**config.mk**
```make
export PLATFORM = sky130hd
export DESIGN_NAME = register_file
export DESIGN_NICKNAME = d
export VERILOG_FILES = /design/src/rtl/register_file.sv
export SDC_FILE = /design/constraint.sdc
export NUM_CORES = 2
export LEC_CHECK = 0
export ABC_AREA = 0
export CORE_ASPECT_RATIO = 1.4
export CORE_MARGIN = 10
export CORE_UTILIZATION = 62
export CTS_CLUSTER_DIAMETER = 60
export DETAILED_ROUTE_END_ITERATION = 6
export PLACE_DENSITY_LB_ADDON = 0.2
export SLEW_MARGIN = 20
export SYNTH_ARGS = -nofsm -noshare
export SYNTH_HDL_FRONTEND = slang
export SYNTH_SLANG_ARGS = --single-unit
```
**constraint.sdc**
```tcl
create_clock -name Clk -period 5.1 [get_ports Clk]
set_clock_uncertainty 0.15 [all_clocks]
set_input_delay 1.02 -clock Clk [delete_from_list [all_inputs] [get_ports Clk]]
set_output_delay 1.02 -clock Clk [all_outputs]
set_load 0.01 [all_outputs]
```
**src/rtl/register_file.sv**
```systemverilog
// register_file: 32 x 32-bit MIPS GPR file, two combinational read ports, one synchronous write.
// Optional macro REGFILE_BYPASS_EN forwards same-cycle write data onto matching read ports.
module register_file #(
    parameter int unsigned DATA_WIDTH = 32,
    parameter int unsigned ADDR_WIDTH = 5,
    parameter int unsigned NUM_REGS   = 32
) (
    input  logic                  Clk,
    input  logic                  Reset,
    input  logic [ADDR_WIDTH-1:0] ReadRegister1,
    input  logic [ADDR_WIDTH-1:0] ReadRegister2,
    input  logic [ADDR_WIDTH-1:0] WriteRegister,
    input  logic [DATA_WIDTH-1:0] WriteData,
    input  logic                  RegWrite,
    output logic [DATA_WIDTH-1:0] ReadData1,
    output logic [DATA_WIDTH-1:0] ReadData2
);

    logic [DATA_WIDTH-1:0] regs_q [NUM_REGS];
    logic [DATA_WIDTH-1:0] regs_d [NUM_REGS];
    logic                  wr_en;

    // An unknown RegWrite makes wr_en unknown, which an if treats as false: no write.
    assign wr_en = RegWrite && (WriteRegister != '0);

    always_comb begin
        regs_d = regs_q;
        if (wr_en) begin
            regs_d[WriteRegister] = WriteData;
        end
        regs_d[0] = '0;
    end

    always_ff @(posedge Clk) begin
        if (Reset) begin
            for (int i = 0; i < NUM_REGS; i++) begin
                regs_q[i] <= '0;
            end
        end else begin
            regs_q <= regs_d;
        end
    end

    always_comb begin
        ReadData1 = regs_q[ReadRegister1];
        ReadData2 = regs_q[ReadRegister2];
`ifdef REGFILE_BYPASS_EN
        // wr_en already excludes index 0, so $0 is never forwarded.
        if (!Reset && wr_en && (ReadRegister1 == WriteRegister)) begin
            ReadData1 = WriteData;
        end
        if (!Reset && wr_en && (ReadRegister2 == WriteRegister)) begin
            ReadData2 = WriteData;
        end
`else
`endif
        if (ReadRegister1 == '0) begin
            ReadData1 = '0;
        end
        if (ReadRegister2 == '0) begin
            ReadData2 = '0;
        end
    end

endmodule

```
==> flow_summary.json <==
{
  "internal_power_mw": 12.7,
  "area_growth_pct": 11.3,
  "h-tree-depth": 3,
  "synth_commonest_cells": "2,032 x nand2_1, 1,002 x a21oi_1, 992 x dfxtp_1",
  "drt_iter0_drc": 8981,
  "dr.pass1.iters": 7,
  "largestRegisters": "regs_q x992",
  "avgRoutedWirePerCell_um": 30.7,
  "synthFlopType": "dfxtp_1",
  "holdBufCountCts": 0,
  "arrival_ps": 3910,
  "rows": 123,
  "ys_ff_latch": 992,
  "io_buffers": 113,
  "worstSetupPathType": "input pin to output pin",
  "start_kind": "input pin",
  "required_ps": 3930,
  "max-slew-margin-rel_pct": 24.8,
  "netlist.area_leader.share_pct": 39.6,
  "largest_reg_flops": 992,
  "wirelength_um": 210000,
  "clk_latency_ps": 700,
  "grt.overflow.total": 0,
  "nNetsFinal": 5749,
  "cts_buffer_depth": 3,
  "top_register": "regs_q",
  "violations": "DRC",
  "syn_nets": 5928,
  "hold_ws_ps": 317,
  "grt_pass1_wl_um": 304000,
  "maxSlewViolCount": 0,
  "hold_depth": 2,
  "worst_slew_pin_slew_ps": 1100,
  "synth.distinct_cells": 37,
  "cts.reportedPaths.clkPinSlew_ps": 60,
  "start_util_pct": 62.4,
  "hold_class": "flop to flop",
  "maxCapViolations": 0,
  "max_freq_ghz": 0.197,
  "routed_via_density": 7.23,
  "syn-instance-count": 5878,
  "final_cell_count_no_fill": 6850,
  "place_inst": 6664,
  "ys_warn_count": 0,
  "switching_power_mw": 4.40,
  "avgSynthCellArea_sq_um": 8.52,
  "fin_crit_ps": 5080,
  "place_congestion": 0.978,
  "io-pin-count": 114,
  "root_buffer": "clkbuf_16",
  "setup_viol": 0,
  "numCtsBuffers": 95,
  "switching_share_pct": 25.7,
  "dpl.hpwl_um": 123000,
  "grt_max_degree": 138,
  "yosysMostFrequentCell": "nand2_1",
  "rr_worst_depth": 2,
  "cts_resized": 0,
  "status": "finished, violations left",
  "p_clk_share_pct": 44.4,
  "p_comb_share_pct": 9.6,
  "leakagePower_nw": 18.4,
  "seqPwrFrac_pct": 46.0,
  "grt_usage_pct": 44.1,
  "synth_area_leader_cell": "dfxtp_1",
  "synth_area_sq_um": 50100,
  "tns_ps": 0,
  "core_sq_um": 80300,
  "min_period_over_period_pct": 99.5,
  "drive_gt1_share_pct": 15.6,
  "cts_tree": "yes",
  "fillers": 6240,
  "ir_drop_uv": 302,
  "final-hold-violation-count": 0,
  "die_h_um": 356,
  "vias": 49500,
  "die_area_sq_um": 92700,
  "clock-sinks": 992,
  "grt_antenna_before_repair": 9,
  "async_flop_share_pct": 0,
  "first_global_vias": 46700,
  "die_w_um": 260,
  "netlist_top_cells_area": "dfxtp_1 40%, nand2_1 15%, mux4_2 15%",
  "crit_path_end_kind": "output pin",
  "power_density_nw_per_um2": 306,
  "route.detailed.drc": 33,
  "worstPathMaxFanout": 33,
  "drt.antenna.violating_nets": 0,
  "ys_seq_area_share_pct": 39.6,
  "synth-edff-count": 0,
  "postCtsSetupBuffers": 0,
  "grt_setup_unrepaired": "false"
}
per-layer routing:
layer / share of wire [%] / track usage, % / up-vias
li1: - / - / 20100
met1: 32 / 52.6 / 23300
met2: 42 / 62.7 / 4673
met3: 16 / 17.2 / 1402
met4: 9.8 / 35.4 / 10
met5: 0.034 / 0 / -
worst max-delay path: stages:
cell	delay, ps
buf_8	300
nand2b_2	440
buf_12	240
o22ai_1	100
a2111oi_0	930
buf_4	250
nor3_1	60
clkdlybuf4s50_1	510
worst paths after layout:
check,slack (ps),from,endpoint
hold reg to reg,320,regs_q[599]$_SDFFE_PP0P_,regs_q[599]$_SDFFE_PP0P_
hold / removal,320,regs_q[599]$_SDFFE_PP0P_,regs_q[599]$_SDFFE_PP0P_
setup reg to reg,4170,regs_q[96]$_SDFFE_PP0P_,regs_q[96]$_SDFFE_PP0P_
setup / recovery,20,ReadRegister1[2],ReadData1[10]
power by group through the flow:
| stage | Combinational [mW] | Sequential, mW | Clock, mW |
|---|---|---|---|
| after CTS | 1.57 | 7.85 | 7.54 |
| after global routing | 1.66 | 7.85 | 7.84 |
| after floorplan | 0.931 | 8.00 | 0 |
| after global placement | 1.56 | 8.02 | 0 |
| after detailed placement | 1.56 | 8.02 | 0 |
| final | 1.64 | 7.85 | 7.58 |
cell type report:
type / count / area, sq um / area share, %
Tap cell: 1062 / 1330 / 2.38
Clock inverter: 34 / 470 / 0.844
Sequential cell: 992 / 19900 / 35.6
Clock buffer: 140 / 2810 / 5.05
Multi-Input combinational cell: 4292 / 27800 / 49.9
Inverter: 1 / 3.75 / 0.00673
Antenna cell: 12 / 30.0 / 0.0539
Timing Repair Buffer: 317 / 3450 / 6.19
metrics by stage:
step                instance area [sq um]  total power, mW  utilization (%)  setup WS [ps]
floorplan                           50100             8.94                -           1540
detailed placement                  52500             9.58             65.4            149
finish                              55700             17.1             69.4           24.9
global route                        55700             17.4             69.4            101
global placement                    52600             9.58             65.4            118
CTS                                 55800             17.0             69.5            134
layout by cell type (no fill, tap or decap), types with 10 or more instances in the layout:
cell	synthesis	final
clkinv_2	0	13
buf_2	165	25
nor2_1	79	65
or3_1	27	27
buf_4	54	134
a21oi_1	1002	1002
nand2_1	2032	2000
nor3_1	38	37
a221oi_1	32	32
mux4_2	332	332
clkdlybuf4s50_1	0	80
nor2_4	6	32
a2111oi_0	32	32
clkbuf_8	0	18
buf_12	0	71
dfxtp_1	992	992
nand4_1	32	32
o22ai_1	96	96
a22oi_1	123	123
bufinv_16	0	10
clkbuf_16	0	100
nand3_1	45	44
mux2_2	96	96
mux2i_1	264	264
nand2_2	0	30
diode_2	0	12
clkbuf_1	349	24
kinds of logic after synthesis:
logic type,count (synthesis),synth area share [%]
AND/OR/NAND/NOR,2315,18.3
AO/OA/AOI/OAI,1285,14.2
flip-flops,992,39.6
multiplexers,692,22.4
buffers and inverters,594,5.52
(Power assumes the default switching activity.)
